--- config.mk ---
export PLATFORM = sky130hd
export DESIGN_NAME = prbs_gen_axis
export DESIGN_NICKNAME = d
export VERILOG_FILES = /design/src/rtl/prbs_pkg.sv /design/src/rtl/prbs_lfsr_step.sv /design/src/rtl/prbs_gen_axis.sv
export SDC_FILE = /design/constraint.sdc
export NUM_CORES = 1
export LEC_CHECK = 0
export ABC_AREA = 1
export CORE_MARGIN = 2
export CORE_UTILIZATION = 45
export DETAILED_ROUTE_END_ITERATION = 6
export GPL_TIMING_DRIVEN = 0
export PLACE_DENSITY = 0.71
export SYNTH_ARGS = -nofsm -noshare
export SYNTH_HDL_FRONTEND = slang
export SYNTH_SLANG_ARGS = --single-unit
export TNS_END_PERCENT = 100
--- constraint.sdc ---
create_clock -name clk -period 4.04 [get_ports clk]
set_input_delay 0.606 -clock clk [delete_from_list [all_inputs] [get_ports clk]]
set_output_delay 0.606 -clock clk [all_outputs]
set_load 0.005 [all_outputs]
--- src/rtl/prbs_pkg.sv ---
// PRBS generator shared definitions: order selects, polynomial lengths/taps,
// the all-ones seed and the layout of the runtime configuration word.
package prbs_pkg;

    localparam int STATE_W = 31;

    localparam logic [2:0] SEL_PRBS7  = 3'd0;
    localparam logic [2:0] SEL_PRBS9  = 3'd1;
    localparam logic [2:0] SEL_PRBS15 = 3'd2;
    localparam logic [2:0] SEL_PRBS23 = 3'd3;
    localparam logic [2:0] SEL_PRBS31 = 3'd4;
    localparam logic [2:0] SEL_MAX    = SEL_PRBS31;

    localparam logic [STATE_W-1:0] SEED = '1;

    localparam int CFG_SEL_LSB = 0;
    localparam int CFG_SEL_W   = 3;
    localparam int CFG_INV_BIT = 3;
    localparam int CFG_CLR_BIT = 4;
    localparam int CFG_DIV_LSB = 8;
    localparam int CFG_DIV_W   = 24;

    typedef struct packed {
        logic [CFG_SEL_W-1:0] sel;
        logic                 inv;
        logic [CFG_DIV_W-1:0] div;
    } cfg_t;

    function automatic logic [4:0] prbs_len(input logic [2:0] sel);
        case (sel)
            SEL_PRBS7:  return 5'd7;
            SEL_PRBS9:  return 5'd9;
            SEL_PRBS15: return 5'd15;
            SEL_PRBS23: return 5'd23;
            default:    return 5'd31;
        endcase
    endfunction

    function automatic logic [4:0] prbs_tap(input logic [2:0] sel);
        case (sel)
            SEL_PRBS7:  return 5'd6;
            SEL_PRBS9:  return 5'd5;
            SEL_PRBS15: return 5'd14;
            SEL_PRBS23: return 5'd18;
            default:    return 5'd28;
        endcase
    endfunction

    // Seed restricted to the active register length; doubles as the live-bit mask.
    function automatic logic [STATE_W-1:0] prbs_mask(input logic [2:0] sel);
        return SEED >> (5'd31 - prbs_len(sel));
    endfunction

endpackage

--- src/rtl/prbs_lfsr_step.sv ---
// Combinational LANES-bit advance of the selected Fibonacci LFSR; bit 0 is the oldest
// new bit. Pure logic: no latency, no flow control.
module prbs_lfsr_step
    import prbs_pkg::*;
#(
    parameter int LANES = 1
) (
    input  logic [2:0]         sel,
    input  logic               inv,
    input  logic [STATE_W-1:0] state_i,
    output logic [STATE_W-1:0] state_o,
    output logic [LANES-1:0]   bits_o
);

    logic [4:0]         len;
    logic [4:0]         tap;
    logic [STATE_W-1:0] mask;
    logic [STATE_W-1:0] s;
    logic               nb;

    always_comb begin
        len    = prbs_len(sel);
        tap    = prbs_tap(sel);
        mask   = prbs_mask(sel);
        s      = state_i;
        nb     = 1'b0;
        bits_o = '0;
        for (int i = 0; i < LANES; i++) begin
            nb        = s[len - 5'd1] ^ s[tap - 5'd1];
            bits_o[i] = nb ^ inv;
            s         = {s[STATE_W-2:0], nb} & mask;
        end
        state_o = s;
    end

endmodule

--- src/rtl/prbs_gen_axis.sv ---
// PRBS source on AXI-Stream; beat registered 1 cycle after each divider tick.
// Never stalls: a tick onto an unaccepted beat overwrites it and sets sticky overflow.
module prbs_gen_axis
    import prbs_pkg::*;
#(
    parameter int AXIS_TDATA_WIDTH = 32,
    parameter int LANES            = 1,
    parameter int VAR              = 0,
    parameter int PRBS_SEL         = 4,
    parameter int DEFAULT_DIV      = 0
) (
    input  logic                        clk,
    input  logic                        rst,
    input  logic [AXIS_TDATA_WIDTH-1:0] S_AXIS_PARAM_tdata,
    input  logic                        S_AXIS_PARAM_tvalid,
    output logic                        S_AXIS_PARAM_tready,
    output logic [AXIS_TDATA_WIDTH-1:0] M_AXIS_PRBS_tdata,
    output logic                        M_AXIS_PRBS_tvalid,
    input  logic                        M_AXIS_PRBS_tready,
    output logic                        PRBS,
    output logic                        sync,
    output logic                        overflow,
    output logic                        cfg_err
);

    localparam cfg_t CFG_RST = '{sel: 3'(PRBS_SEL), inv: 1'b0, div: CFG_DIV_W'(DEFAULT_DIV)};

    logic [CFG_DIV_W-1:0]        cnt_q, cnt_d;
    logic [STATE_W-1:0]          state_q, state_d;
    logic [STATE_W-1:0]          start_state, step_state;
    cfg_t                        cfg_q, cfg_d, shd_q, shd_d, cfg_eff, word_cfg;
    logic                        shd_vld_q, shd_vld_d;
    logic                        tvalid_q, tvalid_d;
    logic [AXIS_TDATA_WIDTH-1:0] tdata_q, tdata_d;
    logic                        prbs_q, prbs_d;
    logic                        sync_q, sync_d;
    logic                        ovf_q, ovf_d;
    logic                        err_q, err_d;
    logic [LANES-1:0]            step_bits;
    logic                        tick, word_vld, word_ok, word_bad, word_clr;
    logic                        unused_param_bits;

    assign word_cfg = '{sel: S_AXIS_PARAM_tdata[CFG_SEL_LSB +: CFG_SEL_W],
                        inv: S_AXIS_PARAM_tdata[CFG_INV_BIT],
                        div: S_AXIS_PARAM_tdata[CFG_DIV_LSB +: CFG_DIV_W]};
    assign unused_param_bits = ^S_AXIS_PARAM_tdata[CFG_DIV_LSB-1:CFG_CLR_BIT+1];

    assign word_vld = (VAR != 0) && S_AXIS_PARAM_tvalid;
    assign word_ok  = word_vld && (word_cfg.sel <= SEL_MAX);
    assign word_bad = word_vld && (word_cfg.sel > SEL_MAX);
    assign word_clr = word_ok && S_AXIS_PARAM_tdata[CFG_CLR_BIT];

    assign tick    = (cnt_q == cfg_q.div);
    // A staged word takes effect on the tick edge itself, so this tick already uses it.
    assign cfg_eff = (tick && shd_vld_q) ? shd_q : cfg_q;
    assign start_state = ((cfg_eff.sel != cfg_q.sel) || (state_q == '0))
                       ? prbs_mask(cfg_eff.sel) : state_q;

    prbs_lfsr_step #(.LANES(LANES)) u_step (
        .sel     (cfg_eff.sel),
        .inv     (cfg_eff.inv),
        .state_i (start_state),
        .state_o (step_state),
        .bits_o  (step_bits)
    );

    always_comb begin
        cnt_d     = tick ? '0 : cnt_q + 1'b1;
        state_d   = state_q;
        cfg_d     = cfg_q;
        shd_d     = shd_q;
        shd_vld_d = shd_vld_q;
        tvalid_d  = tvalid_q;
        tdata_d   = tdata_q;
        prbs_d    = prbs_q;
        sync_d    = tick && (step_state == prbs_mask(cfg_eff.sel));

        if (tick) begin
            cfg_d    = cfg_eff;
            state_d  = step_state;
            tdata_d  = AXIS_TDATA_WIDTH'(step_bits);
            prbs_d   = step_bits[LANES-1];
            tvalid_d = 1'b1;
        end else if (M_AXIS_PRBS_tready) begin
            tvalid_d = 1'b0;
        end

        if (word_ok) begin
            shd_d     = word_cfg;
            shd_vld_d = 1'b1;
        end else if (tick) begin
            shd_vld_d = 1'b0;
        end

        ovf_d = (tick && tvalid_q && !M_AXIS_PRBS_tready) || (ovf_q && !word_clr);
        err_d = word_bad || (err_q && !word_clr);
    end

    always_ff @(posedge clk or posedge rst) begin
        if (rst) begin
            cnt_q     <= '0;
            state_q   <= prbs_mask(3'(PRBS_SEL));
            cfg_q     <= CFG_RST;
            shd_q     <= CFG_RST;
            shd_vld_q <= 1'b0;
            tvalid_q  <= 1'b0;
            tdata_q   <= '0;
            prbs_q    <= 1'b0;
            sync_q    <= 1'b0;
            ovf_q     <= 1'b0;
            err_q     <= 1'b0;
        end else begin
            cnt_q     <= cnt_d;
            state_q   <= state_d;
            cfg_q     <= cfg_d;
            shd_q     <= shd_d;
            shd_vld_q <= shd_vld_d;
            tvalid_q  <= tvalid_d;
            tdata_q   <= tdata_d;
            prbs_q    <= prbs_d;
            sync_q    <= sync_d;
            ovf_q     <= ovf_d;
            err_q     <= err_d;
        end
    end

    assign S_AXIS_PARAM_tready = 1'b1;
    assign M_AXIS_PRBS_tdata   = tdata_q;
    assign M_AXIS_PRBS_tvalid  = tvalid_q;
    assign PRBS                = prbs_q;
    assign sync                = sync_q;
    assign overflow            = ovf_q;
    assign cfg_err             = err_q;

endmodule

# Word level (Yosys, flattened, before mapping)
# Index checks and enable logic that the tools add are counted.
[classes]
add_sub_neg = 1
eq_ne = 1
n_mux = 4
bitwise = 1
reduce_logical = 8
[op_table]
columns = ["cell", "n"]
rows = [
  ["$eq 31x31->1 const B", 1],
  ["$logic_not 31->1", 1],
  ["$mux 31", 1],
  ["$add 24x1->24 const B", 1],
  ["$logic_not 24->1", 1],
  ["$mux 24", 1],
  ["$logic_and 1x1->1", 3],
  ["$mux 1", 2],
  ["$reduce_bool 2->1", 1],
  ["$logic_not 1->1", 1],
  ["$logic_or 1x1->1", 1],
  ["$xor 1x1->1", 1],
]
[totals]
reg_bits = 59
inputBits = 36

# Longest topological paths before layout
[logic_depth]
depth_word = 5
mapped_depth = 12
mapped_depth_nobuf = 11

# Hierarchy
# From an unflattened synthesis, not the netlist that was laid out.
[unflattened]
cells_unflattened = 637
hier_area_um2 = 4357.9
[by_module_without_submodules]
columns = ["mod", "instances", "cells_per_inst", "area_per_inst_um2"]
rows = [
  ["prbs_gen_axis", 1, 461, 3518.4],
  ["prbs_lfsr_step", 1, 176, 839.6],
]

# Least setup slack after synthesis
# Ideal clock, no wire load.
[synth_timing]
kind = "register to register"
start = "register cnt_q[0]"
end = "register cnt_q[12]"
setup_ns = 0.079
arrival_time_ns = 1.364
setup_slack_ns = 2.597
stages_incl_launch_ff = 9
path_buffers = 0
period_less_slack_ns = 1.443
path_cell_list = "dfrtp_1 ha_1 nand2_1 nor2_4 nand2_1 nor3_2 nand3_2 nor2_1 xor2_1"
[synth_between]
elab_chain_cells = 2
word_cells_on_any_way = 3
[synth_rtl]
columns = ["element", "line_no", "rtl"]
rows = [
  ["from (decl)", "prbs_gen_axis.sv:28", "logic [CFG_DIV_W-1:0] cnt_q, cnt_d;"],
  ["from (signal assigned)", "prbs_gen_axis.sv:113", "cnt_q <= cnt_d;"],
  ["$add 24x1->24 / $logic_not 24->1 (equally long branches)", "n/a", ""],
  ["$mux 24 (*)", "prbs_gen_axis.sv:68", "cnt_d = tick ? '0 : cnt_q + 1'b1;"],
  ["named net cnt_d[12]", "prbs_gen_axis.sv:28", ""],
]
# Mark *: on every way through the listed nets, which the timed path passes. The rest lies on a longest branch.
# A chain may end at the register's enable or synchronous reset.

==> run_results.csv <==
group,metric,value,unit
worst_setup_path,crit_start,"PRBS",
sta,setup_viol,0,
sta,grt_setup_unrepaired,"false",
sta,worst_slack,2.13,ns
floorplan,ioPinCount,74,
clocking,cts_hold_buf,0,
worst_setup_path,crit_chain,"buf_4 -> clkdlybuf4s50_1",
final_layout,fin_util,0.534,
power,combinationalPowerShare,0.041,
floorplan,die_h,89.6,um
synthesis,syn-cell-area,0.00330,mm2
grt,grt_use_total,0.170,
final_layout,syn2layout_area_growth,16.0,%
worst_setup_path,r2r_cells,8,
worst_setup_path,r2r_start,"cnt_q[1]",
clocking,cts_buffer_depth,2,
run,max-cap-violations,0,
power,p_clk_frac,0.447,
synthesis,synth.mux.area_fraction,0,
sta,fin_setup_tns,0,ns
synthesis,synth_cell_type_count,31,
sta,fin_crit_sh,0.473,
final_layout,diodes,0,
sta,max_clock_freq,523,MHz
route,vias_per_cell,4.54,
worst_setup_path,critPathArrivalTime,1.31,ns
outcome,status,"finished clean",
synthesis,synth-simple-area-share,0.217,
clocking,path_clk_slew,0.07,ns
synthesis,ys_warn_count,0,
route,routed-via-count,2545,
worst_setup_path,crit_buf_inv,2,
sta,fin_skew,0.0110,ns
grt,grt_max_degree,41,
worst_setup_path,cpPeakStageDelay,0.48,ns
grt,grt_pass1_wl,10.5,mm
floorplan,die_area,0.00804,mm2
synthesis,synth_top_family_by_area,"simple AND/OR/NAND/NOR gates",
floorplan,initial_core_util,0.460,
clocking,cts.repair.resized,0,
hold_path,min_delay_path_depth,1,
power,p_seq_frac,0.512,
sta,finalHoldViolCount,0,
grt,grt_pass1_vias,2420,
route,antenna_left,0,
worst_setup_path,crit_type,"reg2out",
worst_setup_path,critPathLaunchType,"flop",
synthesis,synth_fa_ha_area_frac,0.00758,
worst_setup_path,endpoint_kind,"output port",
power,switchingPower,252,uW
synthesis,synth_compound_area_frac,0.0925,
final_layout,drive_gt1_frac,0.236,
grt,grt_remaining_overflow,0,
final_layout,fin_nets,494,
power,power,1.16,mW
placement,preCtsSetupSlack,2.37,ns
worst_setup_path,required,3.43,ns
route,wirelength,6.05,mm
floorplan,rows,31,
worst_setup_path,crit_slowest_cell,"clkdlybuf4s50_1",
floorplan,core,0.00718,mm2
worst_setup_path,cp_top_family,"buffers and inverters",
worst_setup_path,r2r-end,"cnt_q[12]",
sta,slew_viol_final,0,
power,switching_share,0.218,
power,power.leakage,1.84,nW
worst_setup_path,crit_fanout,3,
clocking,cts_tree,"yes",
hold_path,hp-class,"reg2reg",
synthesis,synth_seq_cells,59,
route,drt-pass1-iter-count,4,
sta,period_minus_slack,1.91,ns
synthesis,synth_xor_xnor_area_share,0.0504,
placement,place_congestion,0.814,
clocking,root_buffer,"clkbuf_8",
clocking,clk_latency,0.34,ns
floorplan,die_x,89.6,um
clocking,cts.sinks,59,
route,drc_errors,0,
worst_setup_path,crit_end,"M_AXIS_PRBS_tdata[0]",
route,first_iter_violations,99,
worst_setup_path,rrSetupSlack,2.37,ns
power,powerDensity,302,mW/mm2
clocking,cts_buffers,9,
clocking,htree_levels,3,
synthesis,synth_area_per_cell,8.13,um2
clocking,cts_setup_buffers,0,
placement,port_buffers,7,
synthesis,syn_inst,406,
power,worst_ir_drop_vdd,214,uV
route,drt-wirelength-per-cell,10.8,um
synthesis,seq_area_frac_synth,0.459,
worst_setup_path,path_depth,2,
power,p_int,905,uW
placement,dp_hpwl,4.54,mm
grt,grt_antenna_before_repair,0,
[routing by layer]
metal / share of wire / global-route usage / wire, um / up-vias
li1: - / - / - / 1306
met1: 0.45 / 0.210 / 2710 / 1179
met3: 0.043 / 0.0576 / 262 / 4
met5: 0 / 0 / 0 / -
met4: 0.0083 / 0.0488 / 50 / 0
met2: 0.50 / 0.284 / 3030 / 56
[cells by family (layout without fill, tap and decap cells)]
kind of cell / Yosys count / count (layout)
compound gates: 60 / 60
xor+xnor: 19 / 19
fa+ha+maj: 2 / 2
buf+inv: 109 / 133
flops: 59 / 59
other cells: 2 / 33
simple gates: 155 / 155
[area by class of cell]
cell class	instances	area, um2
timing repair buffer	8	90.1
sequential	59	1520
clock buffer	13	179
tap	99	124
inverter	64	240
fill	702	3350
multi-input combinational	269	1340
buffer	45	325
clock inverter	3	20.0
[per-stage QoR]
step	area, um2	hold WS, ns	instances
after floorplan	3420	0.457	437
after global placement	3610	0.459	543
after detailed placement	3630	0.468	544
after CTS	3830	0.483	560
after global routing	3830	0.494	560
final	3830	0.478	560
[cells in the final DEF (no fill, tap or decap)]
master and n:
clkinvlp_4 2, nand3b_1 1, conb_1 33, nor2_4 1, xnor2_1 1, nor3_2 2, nor2_2 4, nand2_1 58
ha_1 2, buf_12 1, nor2_1 45, nand3_1 11, buf_2 8, nor3_1 16, o21a_1 1, nand4_1 6
dfstp_2 31, buf_6 2, nand3_2 2, o21ai_0 44, clkinv_2 1, inv_2 3, xor2_1 18, nor4_1 5
clkdlybuf4s50_1 7, clkbuf_8 13, nand2_2 1, nor3_4 1, o21ai_1 2, dfrtp_1 28, or2_2 1, inv_1 61
nand4_2 1, a21oi_1 12, buf_4 35, o21bai_1 1
[cells in the mapped netlist]
cell / count / area, um2
nor3_4: 1 / 16.3
a21oi_1: 12 / 60.1
nor2_1: 45 / 169
o21a_1: 1 / 7.51
o21bai_1: 1 / 7.51
nor2_2: 4 / 25.0
o21ai_1: 2 / 10.0
nand4_1: 6 / 37.5
ha_1: 2 / 25.0
o21ai_0: 44 / 220
dfrtp_1: 28 / 701
nand2_1: 58 / 218
or2_2: 1 / 6.26
buf_4: 35 / 263
nand3b_1: 1 / 7.51
nand3_1: 11 / 55.1
buf_2: 8 / 40.0
nand4_2: 1 / 12.5
nor3_2: 2 / 20.0
nor4_1: 5 / 31.3
inv_1: 62 / 233
nor2_4: 1 / 11.3
nor3_1: 16 / 80.1
dfstp_2: 31 / 815
nand3_2: 2 / 20.0
nand2_2: 1 / 6.26
xnor2_1: 1 / 8.76
conb_1: 2 / 7.51
buf_6: 2 / 22.5
inv_2: 2 / 7.51
xor2_1: 18 / 158
[how the worst min path moves through the flow]
stage	from	end	slack, ns
after global routing	overflow	overflow	0.49
after floorplan	state_q[2]	state_q[2]	0.46
after detailed placement	overflow	overflow	0.47
final	overflow	overflow	0.48
after global placement	overflow	overflow	0.46
after CTS	overflow	overflow	0.48
[state kept, by name (all words and copies together), names as in the netlist]
name	count
state_q	31
cnt_q	24
M_AXIS_PRBS_tvalid	1
PRBS	1
overflow	1
sync	1
[power by group through the flow]
stage          clock network (mW)  logic [mW]  registers, mW
6_report                    0.517      0.0470          0.592
5_1_grt                     0.552      0.0555          0.592
4_1_cts                     0.532      0.0465          0.592
3_5_place_dp                    0      0.0465          0.602
3_3_place_gp                    0      0.0436          0.602
2_1_floorplan                   0      0.0386          0.602
[worst reg2reg max path, stage by stage (launching register included)]
cell	delay [ns]
dfrtp_1	0.37
ha_1	0.20
nand2_1	0.12
nor2_4	0.14
nand2_1	0.09
nor3_2	0.26
nand3_2	0.13
nor2_1	0.13
xor2_1	0.15
(Power assumes the default switching activity.)
